===== src/rtl/snes_input_reader.sv =====
`default_nettype none
// ==========================================================================
// snes_input_reader : polls a SNES serial pad, outputs button state/press pulses
// Rev 1.0
// ==========================================================================
module snes_input_reader #(
  parameter int CLK_DIV     = 2,
  parameter int POLL_PERIOD = 100
) (
  input  logic        clk,
  input  logic        rst,
  input  logic        enable,
  input  logic        ser_data,
  output logic        ctrl_latch,
  output logic        ctrl_clk,
  output logic [0:11] buttons,
  output logic [0:11] buttons_pressed,
  output logic        valid
);

  localparam int WAIT_W = (POLL_PERIOD > 1) ? $clog2(POLL_PERIOD) : 1;
  localparam int PH_W   = $clog2(2 * CLK_DIV);

  localparam logic [WAIT_W-1:0] WAIT_LAST  = WAIT_W'(POLL_PERIOD - 1);
  localparam logic [PH_W-1:0]   LATCH_LAST = PH_W'(2 * CLK_DIV - 1);
  localparam logic [PH_W-1:0]   HALF_LAST  = PH_W'(CLK_DIV - 1);

  typedef enum logic [2:0] {
    ST_IDLE     = 3'd0,
    ST_LATCH    = 3'd1,
    ST_BIT_HIGH = 3'd2,
    ST_BIT_LOW  = 3'd3,
    ST_DONE     = 3'd4
  } state_t;

  state_t            state_q, state_d;
  logic [WAIT_W-1:0] wait_q, wait_d;
  logic [PH_W-1:0]   phase_q, phase_d;
  logic [3:0]        idx_q, idx_d;
  logic [0:11]       shift_q, shift_d;
  logic [0:11]       buttons_q, buttons_d;
  logic [0:11]       pressed_q, pressed_d;
  logic              valid_q, valid_d;
  logic              ctrl_latch_q, ctrl_latch_d;
  logic              ctrl_clk_q, ctrl_clk_d;

  always_ff @(posedge clk or negedge rst) begin
    if (!rst) begin
      state_q      <= ST_IDLE;
      wait_q       <= '0;
      phase_q      <= '0;
      idx_q        <= '0;
      shift_q      <= '0;
      buttons_q    <= '0;
      pressed_q    <= '0;
      valid_q      <= 1'b0;
      ctrl_latch_q <= 1'b0;
      ctrl_clk_q   <= 1'b1;
    end else begin
      state_q      <= state_d;
      wait_q       <= wait_d;
      phase_q      <= phase_d;
      idx_q        <= idx_d;
      shift_q      <= shift_d;
      buttons_q    <= buttons_d;
      pressed_q    <= pressed_d;
      valid_q      <= valid_d;
      ctrl_latch_q <= ctrl_latch_d;
      ctrl_clk_q   <= ctrl_clk_d;
    end
  end

  always_comb begin
    state_d   = state_q;
    wait_d    = wait_q;
    phase_d   = phase_q;
    idx_d     = idx_q;
    shift_d   = shift_q;
    buttons_d = buttons_q;
    pressed_d = '0;
    valid_d   = 1'b0;

    case (state_q)
      ST_IDLE: begin
        if (enable) begin
          if (wait_q == WAIT_LAST) begin
            state_d = ST_LATCH;
            wait_d  = '0;
            phase_d = '0;
          end else begin
            wait_d = wait_q + 1'b1;
          end
        end
      end
      ST_LATCH: begin
        if (phase_q == LATCH_LAST) begin
          state_d = ST_BIT_HIGH;
          phase_d = '0;
          idx_d   = '0;
        end else begin
          phase_d = phase_q + 1'b1;
        end
      end
      ST_BIT_HIGH: begin
        if (phase_q == HALF_LAST) begin
          // Pad drives active-low; bits 12-15 are clocked out but not kept
          if (idx_q < 4'd12) begin
            shift_d[idx_q] = ~ser_data;
          end
          state_d = ST_BIT_LOW;
          phase_d = '0;
        end else begin
          phase_d = phase_q + 1'b1;
        end
      end
      ST_BIT_LOW: begin
        if (phase_q == HALF_LAST) begin
          phase_d = '0;
          if (idx_q == 4'd15) begin
            state_d = ST_DONE;
          end else begin
            idx_d   = idx_q + 4'd1;
            state_d = ST_BIT_HIGH;
          end
        end else begin
          phase_d = phase_q + 1'b1;
        end
      end
      ST_DONE: begin
        buttons_d = shift_q;
        pressed_d = shift_q & ~buttons_q;
        valid_d   = 1'b1;
        wait_d    = '0;
        state_d   = ST_IDLE;
      end
      default: begin
        state_d = ST_IDLE;
      end
    endcase
  end

  // Strobes are registered from the next state so they are glitch-free pad pins
  assign ctrl_latch_d = (state_d == ST_LATCH);
  assign ctrl_clk_d   = (state_d != ST_BIT_LOW);

  assign ctrl_latch      = ctrl_latch_q;
  assign ctrl_clk        = ctrl_clk_q;
  assign buttons         = buttons_q;
  assign buttons_pressed = pressed_q;
  assign valid           = valid_q;

endmodule
`default_nettype wire


===== config.mk =====
export PLATFORM = sky130hd
export DESIGN_NAME = snes_input_reader
export DESIGN_NICKNAME = d
export VERILOG_FILES = /design/src/rtl/snes_input_reader.sv
export SDC_FILE = /design/constraint.sdc
export NUM_CORES = 1
export LEC_CHECK = 0
export ABC_CLOCK_PERIOD_IN_PS = 2000
export BUFFER_PORTS_ARGS = -buffer_cell sky130_fd_sc_hd__buf_2
export CORE_MARGIN = 1
export CORE_UTILIZATION = 39
export DETAILED_ROUTE_END_ITERATION = 12
export GPL_TIMING_DRIVEN = 0
export PLACE_DENSITY = 0.64
export SLEW_MARGIN = 20
export SYNTH_ARGS = -nofsm -noshare
export SYNTH_HDL_FRONTEND = slang
export SYNTH_SLANG_ARGS = --single-unit

===== constraint.sdc =====
create_clock -name clk -period 2 [get_ports clk]
set_input_delay 0 -clock clk [delete_from_list [all_inputs] [get_ports clk]]
set_output_delay 0 -clock clk [all_outputs]
set_load 0.02 [all_outputs]

==> metrics.txt, run 1 <==
Async SR Flop Fraction 1.00; Die Y-Extent 81.3 um; Placed Cells 340; HP Class in2reg; layout net count 286; FMAX 0.576 GHz; arrival time worst endpoint 1920 ps; Die Area 6610 um2; max_slew headroom 0.551; Clk Latency, worst-skew pair 310 ps; clk sinks 55; max_cap viols 0; Placer Congestion 0.786; Starting DRT DRC Count 55; Worst Setup Start Kind flop; WL final 4.51 mm; Port-buffer cells 30; clk buf depth 2; Syn Area/Cell 10.4 um2; largest net degree at the start of global routing 56; nature of the critical path endpoint flop; drc violations 0; Clk pin slew, worst setup/hold paths 100 ps; number of global-route vias before repair 1725; number of synthesized register bits 55; Req. time, crit path 2180 ps; Routed wire per std cell 12.9 um; antenna violations before repair 0; worst vdd ir 0.432 mV; post-DP HPWL 3.07 mm; area grow syn2layout 16.0%; clk root buf clkbuf_8; Final Cycle Share 0.867; Ant. Diodes 0; Initial Utilization 0.410; chip width 81.3 um; global-route wire length before repair 7.87 mm; Hold Fails Final Rpt 0; CTS tree done; Register Area 1380 um2; htree depth 2; post-synthesis sequential area ratio 0.561; Finished Layout Cells 350; worst clock skew 5.97 ps; All-Layer GR Usage 0.155; count of cell types in the netlist 40; Post-DRT Antenna Nets 0; Mapped Area 2450 um2; unrepaired setup endpoints after global routing false; Mapped Nets 247; Final Max Slew Viols 0; Ys Warns 0; Cell Rows 28; Post-synth top flop dfrtp_1; worst-path fanout max 8; status complete, no violations; kind of critical path reg2reg; first drt pass iteration count 4; Leak Pwr 1.44 nW; Avg Vias per Cell 5.08; total number of vias 1779; number of synthesized flops with an enable pin 0; Worst Tran Pin Value 673 ps; core area 5990 um2; Ports 31; final critical-path required period 1730 ps; Mapped Cells 235; layout cells sized above 1 0.185; Power Density 735 nW/um2; count of final setup violators 0; footprint of the multi-input gates 978 um2; total CTS buffers 5; setup TNS 0 ps; GR Overflow Total 0; Fill cells 570
metrics by stage:
step	worst slack (ps)	util	power, W	hold WS [ps]	cell area (um2)
final	265	0.475	0.00209	137	2850
after global routing	107	0.475	0.00218	193	2850
after CTS	95.4	0.474	0.00212	135	2840
after detailed placement	111	0.451	0.00133	94.6	2700
after global placement	126	0.450	0.00132	237	2700
after floorplan	443	-	0.00128	-296	2450
critical path, stage by stage (launching register included):
cell and delay (ps):
dfrtp_1 410, inv_1 80, ha_1 310, nand4bb_1 210
nor2_1 300, nand3_1 150, mux2i_1 150
synth_stat cells (2+ instances only):
cell      count  share of area
mux2i_1      12          0.049
nand3_1      10          0.020
a31oi_1       3         0.0076
nand2_1      27          0.041
a22o_1        2         0.0071
inv_1        16          0.024
o21ai_0      19          0.039
nor3b_1       3         0.0092
dfrtp_1      54           0.55
nor2b_1       4          0.010
clkbuf_1      7          0.011
nor4_1        2         0.0051
ha_1          8          0.041
or2_2         2         0.0051
mux2_2        3          0.014
nor2_1       12          0.018
nor3_1       14          0.029
a211oi_1      2         0.0061
a21o_1        2         0.0061
nand2b_1      3         0.0076
a21oi_1      11          0.022
registers in the layout, indices dropped and copies added, names as in the netlist:
signal / flops
shift_q: 12
ctrl_latch: 1
ctrl_clk: 1
buttons_pressed: 12
wait_q: 7
state_q: 3
phase_q: 2
valid: 1
buttons: 12
idx_q: 4
area by class of cell:
type / count / area share
Clock buffer: 6 / 0.0290
Buffer: 9 / 0.0149
Sequential cell: 55 / 0.484
Tap cell: 75 / 0.0330
Multi-Input combinational cell: 155 / 0.344
Clock inverter: 2 / 0.0136
Timing Repair Buffer: 32 / 0.0607
Inverter: 16 / 0.0211
power breakdown:
group / internal (W) / switching, W
Sequential: 0.00115 / 0.0000394
Combinational: 0.0000490 / 0.0000651
Clock: 0.000412 / 0.000375
what timing repair did:
action                     in CTS  in global routing
hold endpoints to repair       56                  0
gates resized for setup         0                  1
hold buffers                    2                  0
setup endpoints to repair       0                  2
setup buffers                   0                  0
path summary, 6_finish.rpt:
check                                        from                            to  slack [ps]  depth (start not counted)
hold reg to reg            buttons[9]$_DFFE_PN0P_  buttons_pressed[9]$_DFF_PN0_         450                          1
min in group asynchronous                     rst          idx_q[1]$_DFFE_PN0P_         260                          2
hold / removal                             enable         wait_q[2]$_DFFE_PN0P_         140                          4
setup reg to reg           phase_q[1]$_DFFE_PN0P_       shift_q[10]$_DFFE_PN0P_         270                          6
setup / recovery           phase_q[1]$_DFFE_PN0P_       shift_q[10]$_DFFE_PN0P_         270                          6
max in group asynchronous                     rst        shift_q[5]$_DFFE_PN0P_        1290                          2
metal layers:
metal | vias up | track usage | share of wire
li1 | 890 | - | -
met1 | 847 | 0.203 | 0.48
met2 | 36 | 0.248 | 0.47
met3 | 6 | 0.0303 | 0.036
met4 | 0 | 0.0643 | 0.018
met5 | - | 0 | 0
cell usage in the layout, fill, tap and decap left out, types with 2 or more instances in the layout:
master,count
a31oi_1,3
dlygate4sd3_1,2
nor4_1,2
inv_1,16
a22o_1,2
mux2_2,3
nor2_1,12
clkbuf_1,7
dfrtp_1,54
ha_1,8
mux2i_1,12
a21o_1,2
nand2_1,27
nor3_1,13
nor3b_1,3
clkbuf_8,6
a21oi_1,11
nand3_1,10
or2_2,2
a211oi_1,2
buf_2,30
nand2b_1,3
nor2b_1,4
o21ai_0,19
logic make-up after synthesis:
group	share of synthesized area
simple gates	0.173
compound gates	0.120
flops	0.561
mux	0.0627
fa+ha+maj	0.0408
buf+inv	0.0418
Power figures use the tool's default switching activity.
==> run 2: changes to the inputs <==
- BUFFER_PORTS_ARGS: -buffer_cell sky130_fd_sc_hd__buf_2 -> -buffer_cell sky130_fd_sc_hd__clkbuf_2
- PLACE_DENSITY: 0.64 -> 0.67
==> metrics.txt, run 2 (same netlist as run 1, synthesis figures left out) <==
status complete, no violations; arrival time worst endpoint 1940 ps; Die Y-Extent 81.3 um; Cell Rows 28; CP max stage delay 410 ps; max_slew headroom 0.511; Worst Setup Start Kind flop; Leak Pwr 1.39 nW; CTS tree done; # Post-CTS Setup Buffers 0; WL final 4.64 mm; Clk pin slew, worst setup/hold paths 100 ps; clk sinks 55; Routed wire per std cell 13.3 um; Clk Latency, worst-skew pair 310 ps; Starting DRT DRC Count 112; worst clock skew 8.42 ps; antenna violations before repair 0; Ant. Diodes 0; setup TNS 0 ps; most frequent cells in the layout dfrtp_1, clkbuf_2, nand2_1; CP bufs+invs 1; CP top delay family simple AND/OR/NAND/NOR gates; Initial Utilization 0.410; worst-path fanout max 8; core area 5990 um2; All-Layer GR Usage 0.160; area grow syn2layout 14.7%; Hold WS 123 ps; final critical-path required period 1760 ps; footprint of the multi-input gates 978 um2; Placer Congestion 0.789; Final Max Slew Viols 0; total number of vias 1780; count of final setup violators 0; clk buf depth 2; GR Util met2 0.257; largest net degree at the start of global routing 56; GR Overflow Total 0; slowest stage cell, crit path dfrtp_1; GRT met3 Usage 0.0371; first drt pass iteration count 6; post-DP HPWL 3.20 mm; dpl ws 93.1 ps; Fill cells 570; kind of critical path reg2reg; layout cells sized above 1 0.182; chip width 81.3 um; Placed Cells 340; Final Cycle Share 0.880; drc violations 0; Cell Chain, Critical Path inv_1 -> ha_1 -> nand4bb_1 -> nor2_1 -> nand3_1 -> mux2i_1; global-route wire length before repair 8.00 mm; worst setup margin 240 ps; unrepaired setup endpoints after global routing false; nature of the critical path endpoint flop; clk root buf clkbuf_8; FMAX 0.568 GHz; Power Density 681 nW/um2; worst vdd ir 0.302 mV; max_cap viols 0; Hold Fails Final Rpt 0; Worst Tran Pin Value 733 ps; htree depth 2; Die Area 6610 um2; Port-buffer cells 30; commonest non-fill, non-tap cell in the layout dfrtp_1; total CTS buffers 5; Avg Vias per Cell 5.09; Register Area 1380 um2; Finished Layout Cells 350; GR Util met1 0.205; number of global-route vias before repair 1745; GRT busiest layer met2; R2R setup slack 240 ps; HP Class in2reg; Post-DRT Antenna Nets 0; Ports 31; layout net count 286; Req. time, crit path 2180 ps
run 2: changes by cell type in the layout (fill, tap and decap cells not counted):
cell | before | now
bufinv_16 | 1 | 0
buf_2 | 30 | 1
clkbuf_4 | 0 | 1
clkbuf_1 | 7 | 8
buf_4 | 1 | 0
clkbuf_8 | 6 | 5
clkbuf_2 | 0 | 29
clkinvlp_4 | 0 | 1
run 2: path summary, 6_finish.rpt:
path / cells after the start / endpoint / startpoint
setup / recovery: 6 / shift_q[11]$_DFFE_PN0P_ / phase_q[1]$_DFFE_PN0P_
hold / removal: 4 / wait_q[2]$_DFFE_PN0P_ / enable
setup reg to reg: 6 / shift_q[11]$_DFFE_PN0P_ / phase_q[1]$_DFFE_PN0P_
hold reg to reg: 1 / buttons_pressed[9]$_DFF_PN0_ / buttons[9]$_DFFE_PN0P_
max in group asynchronous: 2 / phase_q[1]$_DFFE_PN0P_ / rst
min in group asynchronous: 2 / phase_q[0]$_DFFE_PN0P_ / rst
run 2: layer usage:
metal | share of wire | vias up
met5 | 0 | -
met4 | 0.014 | 0
met3 | 0.026 | 4
met2 | 0.46 | 26
met1 | 0.50 | 854
li1 | - | 896
run 2: layout make-up:
class                      instances  share of cell area
sequential                        55               0.490
multi-input combinational        155               0.348
timing repair buffer              32              0.0614
tap                               75              0.0333
clock buffer                       6              0.0258
inverter                          16              0.0213
buffer                             9              0.0151
clock inverter                     2             0.00578
run 2: through the flow:
stage | util | cell area (um2) | power, W
6_report | 0.470 | 2810 | 0.00192
5_1_grt | 0.470 | 2810 | 0.00202
4_1_cts | 0.469 | 2810 | 0.00195
3_5_place_dp | 0.451 | 2700 | 0.00133
3_3_place_gp | 0.450 | 2700 | 0.00132
2_1_floorplan | - | 2450 | 0.00128
run 2: worst min-delay path: stages:
cell	delay, ps
clkbuf_2	110
nand2_1	80
a22oi_1	80
o21ai_0	130
run 2: report_power, final:
part,internal (W),total [W],switching (W)
Sequential,0.00115,0.00119,0.0000395
Combinational,0.0000489,0.000114,0.0000653
Clock,0.000252,0.000612,0.000360
Total,0.00145,0.00192,0.000465
run 2: timing repair:
item	in CTS	in global routing
hold buffers	2	0
gates resized for setup	0	1
setup endpoints to repair	0	4
endpoints found under the hold margin	56	0
==> run 3: changes to the inputs <==
- BUFFER_PORTS_ARGS: -buffer_cell sky130_fd_sc_hd__clkbuf_2 -> -buffer_cell sky130_fd_sc_hd__buf_2
==> metrics.txt, run 3 (same netlist as run 1, synthesis figures left out) <==
chip width 81.3 um; Cell Rows 28; clk root buf clkbuf_8; Req. time, crit path 2180 ps; part of the power in combinational logic 0.060; DR top layer met4; WL final 4.61 mm; Avg Vias per Cell 5.15; Ports 31; met2 wire length 2.09 mm; worst setup margin 197 ps; antenna violations before repair 0; met3 WL 147 um; Hold Fails Final Rpt 0; Final Max Slew Viols 0; area grow syn2layout 14.7%; Clk pin slew, worst setup/hold paths 100 ps; Starting DRT DRC Count 81; core area 5990 um2; Post-DRT Antenna Nets 0; Tot Pwr 0.00194 W; max_slew headroom 0.543; final critical-path required period 1800 ps; # Post-CTS Setup Buffers 0; worst clock skew 5.90 ps; Worst Setup Start Kind flop; first drt pass iteration count 4; count of final setup violators 0; Flop pwr share 0.615; commonest non-fill, non-tap cell in the layout dfrtp_1; wire length on met1 2.28 mm; Initial Utilization 0.410; GR Overflow Total 0; CTS tree done; Clk Latency, worst-skew pair 310 ps; sw frac 0.250; layout net count 286; worst-path fanout max 8; Internal Power 0.00145 W; setup TNS 0 ps; largest net degree at the start of global routing 56; dpl ws 77.3 ps; worst vdd ir 0.327 mV; Routed wire per std cell 13.2 um; number of global-route vias before repair 1667; Ant. Diodes 0; power share of the clock group 0.325; most frequent cells in the layout dfrtp_1, buf_2, nand2_1; Placer Congestion 0.773; All-Layer GR Usage 0.158; layout cells sized above 1 0.182; clk sinks 55; drc violations 0; Power Density 688 nW/um2; FMAX 0.555 GHz; total number of vias 1801; total CTS buffers 5; htree depth 2; nature of the critical path endpoint flop; status complete, no violations; Port-buffer cells 30; kind of critical path reg2reg; Final Cycle Share 0.901; Worst Tran Pin Value 686 ps; clk buf depth 2; unrepaired setup endpoints after global routing false; arrival time worst endpoint 1980 ps; Die Area 6610 um2; post-DP HPWL 3.10 mm; global-route wire length before repair 7.84 mm; Leak Pwr 1.42 nW; max_cap viols 0; Die Y-Extent 81.3 um; P_sw 0.000484 W; HP Class in2reg
-- run 3: path summary, 6_finish.rpt --
check	slack, ps	startpoint	cells after the start	to
setup / recovery	200	phase_q[1]$_DFFE_PN0P_	6	shift_q[11]$_DFFE_PN0P_
hold / removal	130	enable	4	wait_q[2]$_DFFE_PN0P_
setup reg to reg	200	phase_q[1]$_DFFE_PN0P_	6	shift_q[11]$_DFFE_PN0P_
hold reg to reg	450	buttons[1]$_DFFE_PN0P_	1	buttons_pressed[1]$_DFF_PN0_
max in group asynchronous	1270	rst	2	buttons[1]$_DFFE_PN0P_
min in group asynchronous	250	rst	2	ctrl_latch$_DFF_PN0_
-- run 3: repair_timing --
action / in CTS / in global routing
hold endpoints to repair: 56 / 0
resized for setup: 0 / 1
hold buffers: 2 / 0
endpoints found under the setup margin: 0 / 4
-- run 3: power groups by stage --
stage,Sequential [W],Combinational (W),Clock [W]
finish,0.00119,0.000116,0.000630
global route,0.00120,0.000137,0.000693
CTS,0.00119,0.000119,0.000648
detailed placement,0.00121,0.000116,0
global placement,0.00121,0.000112,0
floorplan,0.00120,0.0000743,0
-- run 3: per-layer routing --
layer	global-route usage	up-vias
li1	-	890
met1	0.206	875
met2	0.243	30
met3	0.0371	6
met4	0.0804	0
met5	0	-
-- run 3: critical path: stages, from the launching register on --
cell and delay [ps]:
dfrtp_1 420, inv_1 80, ha_1 300, nand4bb_1 220
nor2_1 320, nand3_1 160, mux2i_1 170
-- run 3: per-stage QoR --
stage                     cells  hold WS (ps)   util  instance area (um2)
after CTS                   350           125  0.469                 2810
final                       350           132  0.470                 2810
after global routing        350           173  0.470                 2810
after global placement      340           235  0.450                 2700
after detailed placement    340          94.2  0.451                 2700
after floorplan             235          -296      -                 2450
-- run 3: layout make-up --
| type | instances | area (um2) |
|---|---|---|
| tap | 75 | 93.8 |
| multi-input combinational | 155 | 978 |
| fill | 581 | 3180 |
| clock inverter | 2 | 16.3 |
| buffer | 9 | 42.5 |
| sequential | 55 | 1380 |
| inverter | 16 | 60.1 |
| clock buffer | 6 | 72.6 |
| timing repair buffer | 32 | 173 |
